## config.mk

```make
export PLATFORM = sky130hd
export DESIGN_NAME = switch_allocator
export DESIGN_NICKNAME = d
export VERILOG_FILES = /design/src/rtl/noc_pkg.sv /design/src/rtl/rr_arbiter.sv /design/src/rtl/switch_allocator.sv
export SDC_FILE = /design/constraint.sdc
export NUM_CORES = 1
export LEC_CHECK = 0
export ABC_AREA = 0
export CORE_MARGIN = 8
export CORE_UTILIZATION = 57
export CTS_BUF_LIST = sky130_fd_sc_hd__clkbuf_8
export CTS_CLUSTER_DIAMETER = 50
export DETAILED_ROUTE_END_ITERATION = 12
export GPL_TIMING_DRIVEN = 1
export PLACE_DENSITY = 0.83
export SLEW_MARGIN = 25
export SYNTH_ARGS = -nofsm -noshare
export SYNTH_HDL_FRONTEND = slang
export SYNTH_SLANG_ARGS = --single-unit
export TNS_END_PERCENT = 10
```

## constraint.sdc

```tcl
create_clock -name clk -period 2.7 [get_ports clk]
set_input_delay 0.54 -clock clk [delete_from_list [all_inputs] [get_ports clk]]
set_output_delay 0.54 -clock clk [all_outputs]
set_load 0.05 [all_outputs]
```

## src/rtl/noc_pkg.sv

```systemverilog
// noc_pkg: direction constants and port-index width helper shared by switch blocks
package noc_pkg;
    localparam int NORTH = 0;
    localparam int SOUTH = 1;
    localparam int WEST  = 2;
    localparam int EAST  = 3;
    function automatic int PORT_IDX_W(input int n);
        return (n <= 2) ? 1 : $clog2(n);
    endfunction
endpackage

```

## src/rtl/rr_arbiter.sv

```systemverilog
// rr_arbiter: combinational round-robin pick of the first request at or after ptr
//   req: request vector, ptr: search start index
//   gnt: one-hot grant, idx: granted index, any: some request present
module rr_arbiter #(
    parameter int N = 4,
    parameter int W = 2
) (
    input  logic [N-1:0] req,
    input  logic [W-1:0] ptr,
    output logic [N-1:0] gnt,
    output logic [W-1:0] idx,
    output logic         any
);
    logic [N-1:0] hi;
    always_comb begin
        hi  = '0;
        gnt = '0;
        idx = '0;
        any = |req;
        for (int k = 0; k < N; k++) hi[k] = req[k] && (k >= int'(ptr));
        // lowest requester at or above ptr, else wrap to the lowest requester overall
        for (int k = N - 1; k >= 0; k--) if ((hi != '0) ? hi[k] : req[k]) idx = W'(k);
        for (int k = 0; k < N; k++) gnt[k] = any && (idx == W'(k));
    end
endmodule

```

## src/rtl/switch_allocator.sv

```systemverilog
// switch_allocator: per-output round-robin route reservation held until the owner relieves
//   routeReserveRequestValid/routeReserveRequest: per-input request and target output
//   routeRelieve: per-input release of the held output
//   routeReserveStatus: per-input ownership level
//   outputSelect/outputBusy: per-output crossbar select and lock
module switch_allocator
    import noc_pkg::*;
#(
    parameter int N             = 4,
    parameter int REQUEST_WIDTH = PORT_IDX_W(N)
) (
    input  logic                       clk,
    input  logic                       rst,
    input  logic [N-1:0]               routeReserveRequestValid,
    input  logic [N*REQUEST_WIDTH-1:0] routeReserveRequest,
    input  logic [N-1:0]               routeRelieve,
    output logic [N-1:0]               routeReserveStatus,
    output logic [N*REQUEST_WIDTH-1:0] outputSelect,
    output logic [N-1:0]               outputBusy
);
    localparam int W = REQUEST_WIDTH;
    logic [N-1:0] locked, holding, any, freed, granted;
    logic [W-1:0] owner [N];
    logic [W-1:0] ptr   [N];
    logic [W-1:0] held  [N];
    logic [W-1:0] win   [N];
    logic [N-1:0] elig  [N];
    logic [N-1:0] gnt   [N];
    // only FREE outputs see requests, so a same-cycle relieve cannot be reused until next cycle;
    // indices >= N never match any output and are dropped here
    always_comb begin
        freed   = '0;
        granted = '0;
        for (int o = 0; o < N; o++) begin
            elig[o] = '0;
            for (int i = 0; i < N; i++) begin
                elig[o][i] = routeReserveRequestValid[i] && !holding[i] && !locked[o]
                             && (routeReserveRequest[i*W +: W] == W'(o));
                freed[o]   = freed[o] || (holding[i] && routeRelieve[i] && (held[i] == W'(o)));
                granted[i] = granted[i] || gnt[o][i];
            end
        end
    end
    for (genvar g = 0; g < N; g++) begin : g_out
        rr_arbiter #(.N(N), .W(W)) u_arb (
            .req(elig[g]),
            .ptr(ptr[g]),
            .gnt(gnt[g]),
            .idx(win[g]),
            .any(any[g])
        );
        assign outputSelect[g*W +: W] = owner[g];
    end
    always_ff @(posedge clk) begin
        if (rst) begin
            locked  <= '0;
            holding <= '0;
            for (int k = 0; k < N; k++) begin
                owner[k] <= '0;
                ptr[k]   <= '0;
                held[k]  <= '0;
            end
        end else begin
            for (int k = 0; k < N; k++) begin
                if (any[k]) begin
                    locked[k] <= 1'b1;
                    owner[k]  <= win[k];
                    ptr[k]    <= (int'(win[k]) == N - 1) ? '0 : win[k] + 1'b1;
                end else if (freed[k]) begin
                    locked[k] <= 1'b0;
                end
                if (granted[k]) begin
                    holding[k] <= 1'b1;
                    held[k]    <= routeReserveRequest[k*W +: W];
                end else if (holding[k] && routeRelieve[k]) begin
                    holding[k] <= 1'b0;
                end
            end
        end
    end
    assign routeReserveStatus = holding;
    assign outputBusy         = locked;
endmodule
```

# Yosys cells after proc, flatten, opt, wreduce, memory -nomap -nowiden
# Memories as Yosys holds them, arrays and structs flattened.
# Index checks and enable logic that the tools add are counted.
# Widths: inputs -> output; s select.
[word_totals]
ff_bits = 8
mem_bits_rw = 24
in_bits = 18
out_inout_bits = 16
word_cells = 309
memories = 3
[mem_list]
columns = ["name", "words", "word_bits", "read_ports", "rd_clocked_by_memory_dff", "wr", "line_no", "source"]
rows = [
  ["held", 4, 2, 4, 0, 4, "switch_allocator.sv:25", "logic [W-1:0] held [N];"],
  ["owner", 4, 2, 4, 0, 4, "switch_allocator.sv:23", "logic [W-1:0] owner [N];"],
  ["ptr", 4, 2, 4, 0, 4, "switch_allocator.sv:24", "logic [W-1:0] ptr [N];"],
]
[op_classes]
n_addsub = 4
magnitude_cmp = 12
eq_ne = 40
n_mux = 86
bitwise = 12
n_reduce_logical = 144
[op_table]
columns = ["cell", "count"]
rows = [
  ["$logic_and 1x1->1", 84],
  ["$mux 2", 32],
  ["$mux 1", 54],
  ["$eq 2x2->1 const B", 24],
  ["$eq 2x1->1 const B", 16],
  ["$logic_not 2->1", 12],
  ["$logic_or 1x1->1", 24],
  ["$ge 1x2->1 const A", 8],
  ["$reduce_bool 2->1", 8],
  ["$reduce_bool 4->1", 4],
  ["$reduce_or 4->1", 4],
  ["$or 1x1->1", 12],
  ["$add 2x1->2 const B", 4],
  ["$ge 2x2->1 const A", 4],
  ["$logic_not 1->1", 8],
]

# Longest topological paths before layout
[logic_depth]
ltp_word = 19
depth_mapped = 9
depth_no_buf = 9

# By module
# Synthesis repeated with hierarchy kept, for this count alone.
[hier_totals]
cells_unflattened = 278
area_unflattened_um2 = 2441.1
[modules_own_cells]
columns = ["module", "n_inst", "cells_each", "area_per_inst_um2", "seq_area_each_um2"]
rows = [
  ["switch_allocator", 1, 146, 1595.3, 880.8],
  ["rr_arbiter", 4, 33, 211.5, 0.0],
]

# Worst setup path before layout
# No wires, ideal clock.
[synth_timing]
path_kind = "register to register"
startpoint = "register locked[2], in the netlist outputBusy[2]"
endpoint = "memory held[1][0], enable pin"
setup_ns = 0.253
arrival_ns = 2.383
t_required_ns = 2.447
slack_ns = 0.064
stages_incl_launch_ff = 10
path_buffers = 1
period_less_slack_ns = 2.636
cell_sequence = "dfxtp_1 clkbuf_1 nor2_1 a21o_1 a211o_1 a21o_1 ha_1 o21ai_0 nand4_1 or2_2"
[synth_rtl]
columns = ["item", "line_no", "source"]
rows = [
  ["start: declaration", "switch_allocator.sv:22", "logic [N-1:0] locked, holding, any, freed, granted;"],
  ["start signal: assignment", "switch_allocator.sv:56", "locked <= '0;"],
  ["start signal: indexed assignment", "switch_allocator.sv:66", "locked[k] <= 1'b1;"],
  ["start signal: indexed assignment", "switch_allocator.sv:70", "locked[k] <= 1'b0;"],
  ["end: declaration", "switch_allocator.sv:25", ""],
]

# Worst setup path after layout
[layout_timing]
startpoint = "input port routeReserveRequest[5]"
endpoint = "register holding[1], in the netlist routeReserveStatus[1]"
[layout_via]
word_cells_on_any_way = 57
cone_classes = "eq/ne (7); mux (25); reduce/logical (25)"
[layout_rtl]
columns = ["item", "line_no", "source"]
rows = [
  ["start: declaration", "switch_allocator.sv:15", "input logic [N*REQUEST_WIDTH-1:0] routeReserveRequest,"],
  ["$eq 2x2->1 *", "switch_allocator.sv:38", "&& (routeReserveRequest[i*W +: W] == W'(o));"],
  ["$logic_and 1x1->1 *", "switch_allocator.sv:38", ""],
  ["$logic_and 1x1->1", "rr_arbiter.sv:20", "for (int k = 0; k < N; k++) hi[k] = req[k] && (k >= int'(ptr));"],
  ["$reduce_bool 4->1", "--", ""],
  ["$mux 1", "rr_arbiter.sv:22", "for (int k = N - 1; k >= 0; k--) if ((hi != '0) ? hi[k] : req[k]) idx = W'(k);"],
  ["$mux 2 (2 in series)", "rr_arbiter.sv:22", ""],
  ["$mux 2 *", "rr_arbiter.sv:22", ""],
  ["net g_out[2].u_arb.idx[0]", "rr_arbiter.sv:11", "output logic [W-1:0] idx,"],
  ["$eq 2x1->1 *", "rr_arbiter.sv:23", "for (int k = 0; k < N; k++) gnt[k] = any && (idx == W'(k));"],
  ["$logic_and 1x1->1 *", "rr_arbiter.sv:23", ""],
  ["$logic_or 1x1->1 * (2 in series)", "switch_allocator.sv:40", "granted[i] = granted[i] || gnt[o][i];"],
  ["$mux 1 / $reduce_bool 2->1 (equally long branches)", "--", ""],
  ["end signal: assignment", "switch_allocator.sv:57", "holding <= '0;"],
  ["end signal: indexed assignment", "switch_allocator.sv:73", "holding[k] <= 1'b1;"],
  ["end signal: indexed assignment", "switch_allocator.sv:76", "holding[k] <= 1'b0;"],
  ["end: declaration", "switch_allocator.sv:22", ""],
]
# Mark *: on every way through the listed nets, which the timed path passes. The rest lies on a longest branch.
# A chain may end at the register's enable or synchronous reset.

==> results.cfg <==
[setup_path]
crit_required_ps = 2910
crit_path_cell_trace = dlygate4sd2_1 > nand4bb_4 > nor3_1 > a211oi_2 > o21ai_2 > buf_4 > inv_1 > ha_1 > o21ai_0 > nand4_1 > buf_4 > buf_4 > o21ba_2
crit_path_end_kind = register
critPathMaxFanout = 6
critPathLaunchType = primary input
cp_common_cell = buf_4
critPathMaxStageDelay_ps = 430
cp.arrival_ps = 3090
cpMaxStageDelayCell = dlygate4sd2_1
worstSetupPathType = primary input to register

[timing]
fmax_mhz = 347.5
period_minus_slack_ps = 2878
fin_crit_sh_pct = 106.6
slew_violations = 0
rsz0062_at_grt = yes
skew_ps = 22.90
fin_tns_setup_ps = -900.8
finalHoldViolations = 0
worst_slack_ps = -178.0
tightest_slew_ps = 655.8
setup_viol = 10
relSlewSlack_pct = 56.22

[global_routing]
grt_usage_pct = 25.37
grt_max_degree = 20
globalRoute.totalOverflow = 0
grt_pass1_wl_um = 12980
grt_pass1_vias = 2662
antenna_found_initial = 0

[place]
io_buffers = 33
dp.cells = 389
dpl_cell_area_mm2 = 0.003268
dp_hpwl_um = 5571
gp_congestion = 0.9654

[power_and_ir_drop]
ir_drop_mv = 0.3664
p_leak_nw = 1.517
power_density_mw_per_mm2 = 529.5

[cts]
cts_buffers = 5
cts-root-buf = clkbuf_8
path_clk_slew_ps = 90
cts_tree = yes
clk_latency_ps = 310
ctsHoldBuffers = 0
clk_path_buf_depth = 2
cts.sinks = 32
htreeDepth = 2

[detailed_routing]
drc_errors = 0
ant_nets = 0
vias = 2870
drt_iter0_drc = 445
drt_wl_total_um = 10090
avgRoutedWirePerCell_um = 24.74
avgViaCountPerCell = 7.034
drt_first_pass_iters = 5

[yosys]
yosys.area.top_type = edfxtp_1
yosysWarnings = 0
synth_top_flop_cell = edfxtp_1
syn_area_mm2 = 0.002436
synth-simple-area-share_pct = 34.10
ys_seq_area_share_pct = 36.16
synth.avg_cell_area_um2 = 9.744
synth-adder-area-share_pct = 7.704
synth_top_family_by_area = simple AND/OR/NAND/NOR gates
muxShareOfSynthArea_pct = 0.4109
synth_seq_cells = 32
synth.net_count = 283
synth_top_area_share_pct = 29.58
synth_compound_area_share_pct = 18.70
postSynth.asyncResetShare_pct = 0
ys_types = 57
synth_edf_count = 24
synthCells = 250
yosys-top-cells-area = edfxtp_1, ha_1, dfxtp_1, nand2b_1, nor3_1
synth_xor_area_share_pct = 0

[finish]
fin_cells = 408
final_nets = 390
nFillCells = 181
fin_area_mm2 = 0.003656
n_antenna_cell = 0
area_delta_synth_final_pct = 50.08
drive_above_1_share_pct = 39.11

[floorplan]
die_y_um = 81.38
die_x_um = 81.38
core-area_mm2 = 0.004058
dieArea_mm2 = 0.006622
rows = 23
ioPinCount = 34
start_util_pct = 60.04

[worst_hold_path]
min_path_type = register to register

[outcome]
violations = setup timing
status = finished with violations

[run]
maxCapViolations = 0
-- state kept, by name, indices dropped and copies added (netlist names) --
signal              flops
outputBusy              4
owner                   8
ptr                     8
routeReserveStatus      4
held                    8
-- Yosys cell counts (all sizes together), types with 6 or more instances --
master	n
dfxtp	8
nor2	19
a21oi	15
nor4	7
nand2	6
o22ai	6
or2	9
nor3b	8
inv	14
o21ai	7
ha	15
nor3	18
o31ai	8
edfxtp	24
nand2b	13
-- power breakdown --
| part | switching (W) | leakage [nW] | internal, W |
|---|---|---|---|
| Clock | 0.000205 | 0.0593 | 0.000270 |
| Combinational | 0.000431 | 1.13 | 0.000329 |
| Sequential | 0.0000949 | 0.324 | 0.000605 |
| Total | 0.000732 | 1.52 | 0.00120 |
-- per-layer routing --
layer  vias up  wire length, um  GRT usage (%)
met5         -                0              0
met4         0              743          13.21
met3        89             1133          5.740
met2       285             4626          42.00
met1      1316             3590          29.94
li1       1180                -              -
-- logic make-up (layout without fill, tap and decap cells) --
family                     after synthesis  count (layout)
DFF                                     32              32
AOI/OAI and AO/OA                       63              63
adders and majority gates               15              15
buffers and inverters                   19             127
muxes                                    1               1
and+or+nand+nor                        120             120
-- final cells by class --
| type | instances | area, um^2 | area share [%] |
|---|---|---|---|
| tap | 50 | 62.56 | 1.711 |
| inverter | 14 | 52.55 | 1.437 |
| sequential | 32 | 882.1 | 24.13 |
| clock buffer | 5 | 68.82 | 1.882 |
| timing repair buffer | 105 | 874.6 | 23.92 |
| clock inverter | 3 | 38.79 | 1.061 |
| multi-input combinational | 199 | 1677 | 45.86 |
-- worst max-delay path, delay by kind of cell --
| kind | cells | cell delay (ps) |
|---|---|---|
| compound gates | 4 | 640 |
| fa+ha+maj | 1 | 200 |
| buf+inv | 5 | 960 |
| simple gates | 3 | 740 |
-- placed cells by master, fill, tap and decap left out, drive strengths merged, types with 4 or more instances in the layout --
| master | Yosys | layout |
|---|---|---|
| inv | 14 | 15 |
| ha | 15 | 15 |
| buf | 0 | 72 |
| edfxtp | 24 | 24 |
| nand4 | 5 | 5 |
| dfxtp | 8 | 8 |
| clkbuf | 5 | 6 |
| nor3b | 8 | 8 |
| nor3 | 18 | 18 |
| a21oi | 15 | 15 |
| clkdlybuf4s50 | 0 | 21 |
| o31ai | 8 | 8 |
| o22ai | 6 | 6 |
| nand3 | 5 | 5 |
| o21ai | 7 | 7 |
| and3b | 4 | 4 |
| nand3b | 4 | 4 |
| or3 | 5 | 5 |
| a21o | 4 | 4 |
| nand2 | 6 | 6 |
| nor2 | 19 | 19 |
| dlygate4sd2 | 0 | 7 |
| or2 | 9 | 9 |
| nand2b | 13 | 13 |
| dlymetal6s2s | 0 | 4 |
| nor4 | 7 | 7 |
-- path summary, 6_finish.rpt --
check	start	to	slack [ps]	depth (start not counted)
max	routeReserveRequest[5]	routeReserveStatus[1]$_SDFFE_PP0P_	-180	13
min	routeReserveStatus[2]$_SDFFE_PP0P_	routeReserveStatus[2]$_SDFFE_PP0P_	570	2
max reg2reg	outputBusy[0]$_SDFFE_PP0P_	routeReserveStatus[1]$_SDFFE_PP0P_	-120	11
min reg2reg	routeReserveStatus[2]$_SDFFE_PP0P_	routeReserveStatus[2]$_SDFFE_PP0P_	570	2
-- through the flow --
| step | setup WS, ps | util, % | power, W | hold slack, ps |
|---|---|---|---|---|
| after floorplan | 63.96 | - | 0.001028 | 590.4 |
| after global placement | -484.2 | 80.54 | 0.001299 | 532.9 |
| after detailed placement | -514.7 | 80.54 | 0.001320 | 570.0 |
| after CTS | 5.047 | 85.97 | 0.001806 | 583.3 |
| after global routing | -209.7 | 90.10 | 0.001985 | 571.2 |
| final | -178.0 | 90.10 | 0.001936 | 568.6 |
-- what timing repair did --
action / in CTS / in global routing
resized for setup: 23 / 33
buffers inserted: 6 / 5
pin swaps: 15 / 17
endpoints found under the setup margin: 20 / 26
Note: power is estimated with default switching activity, not from simulation.
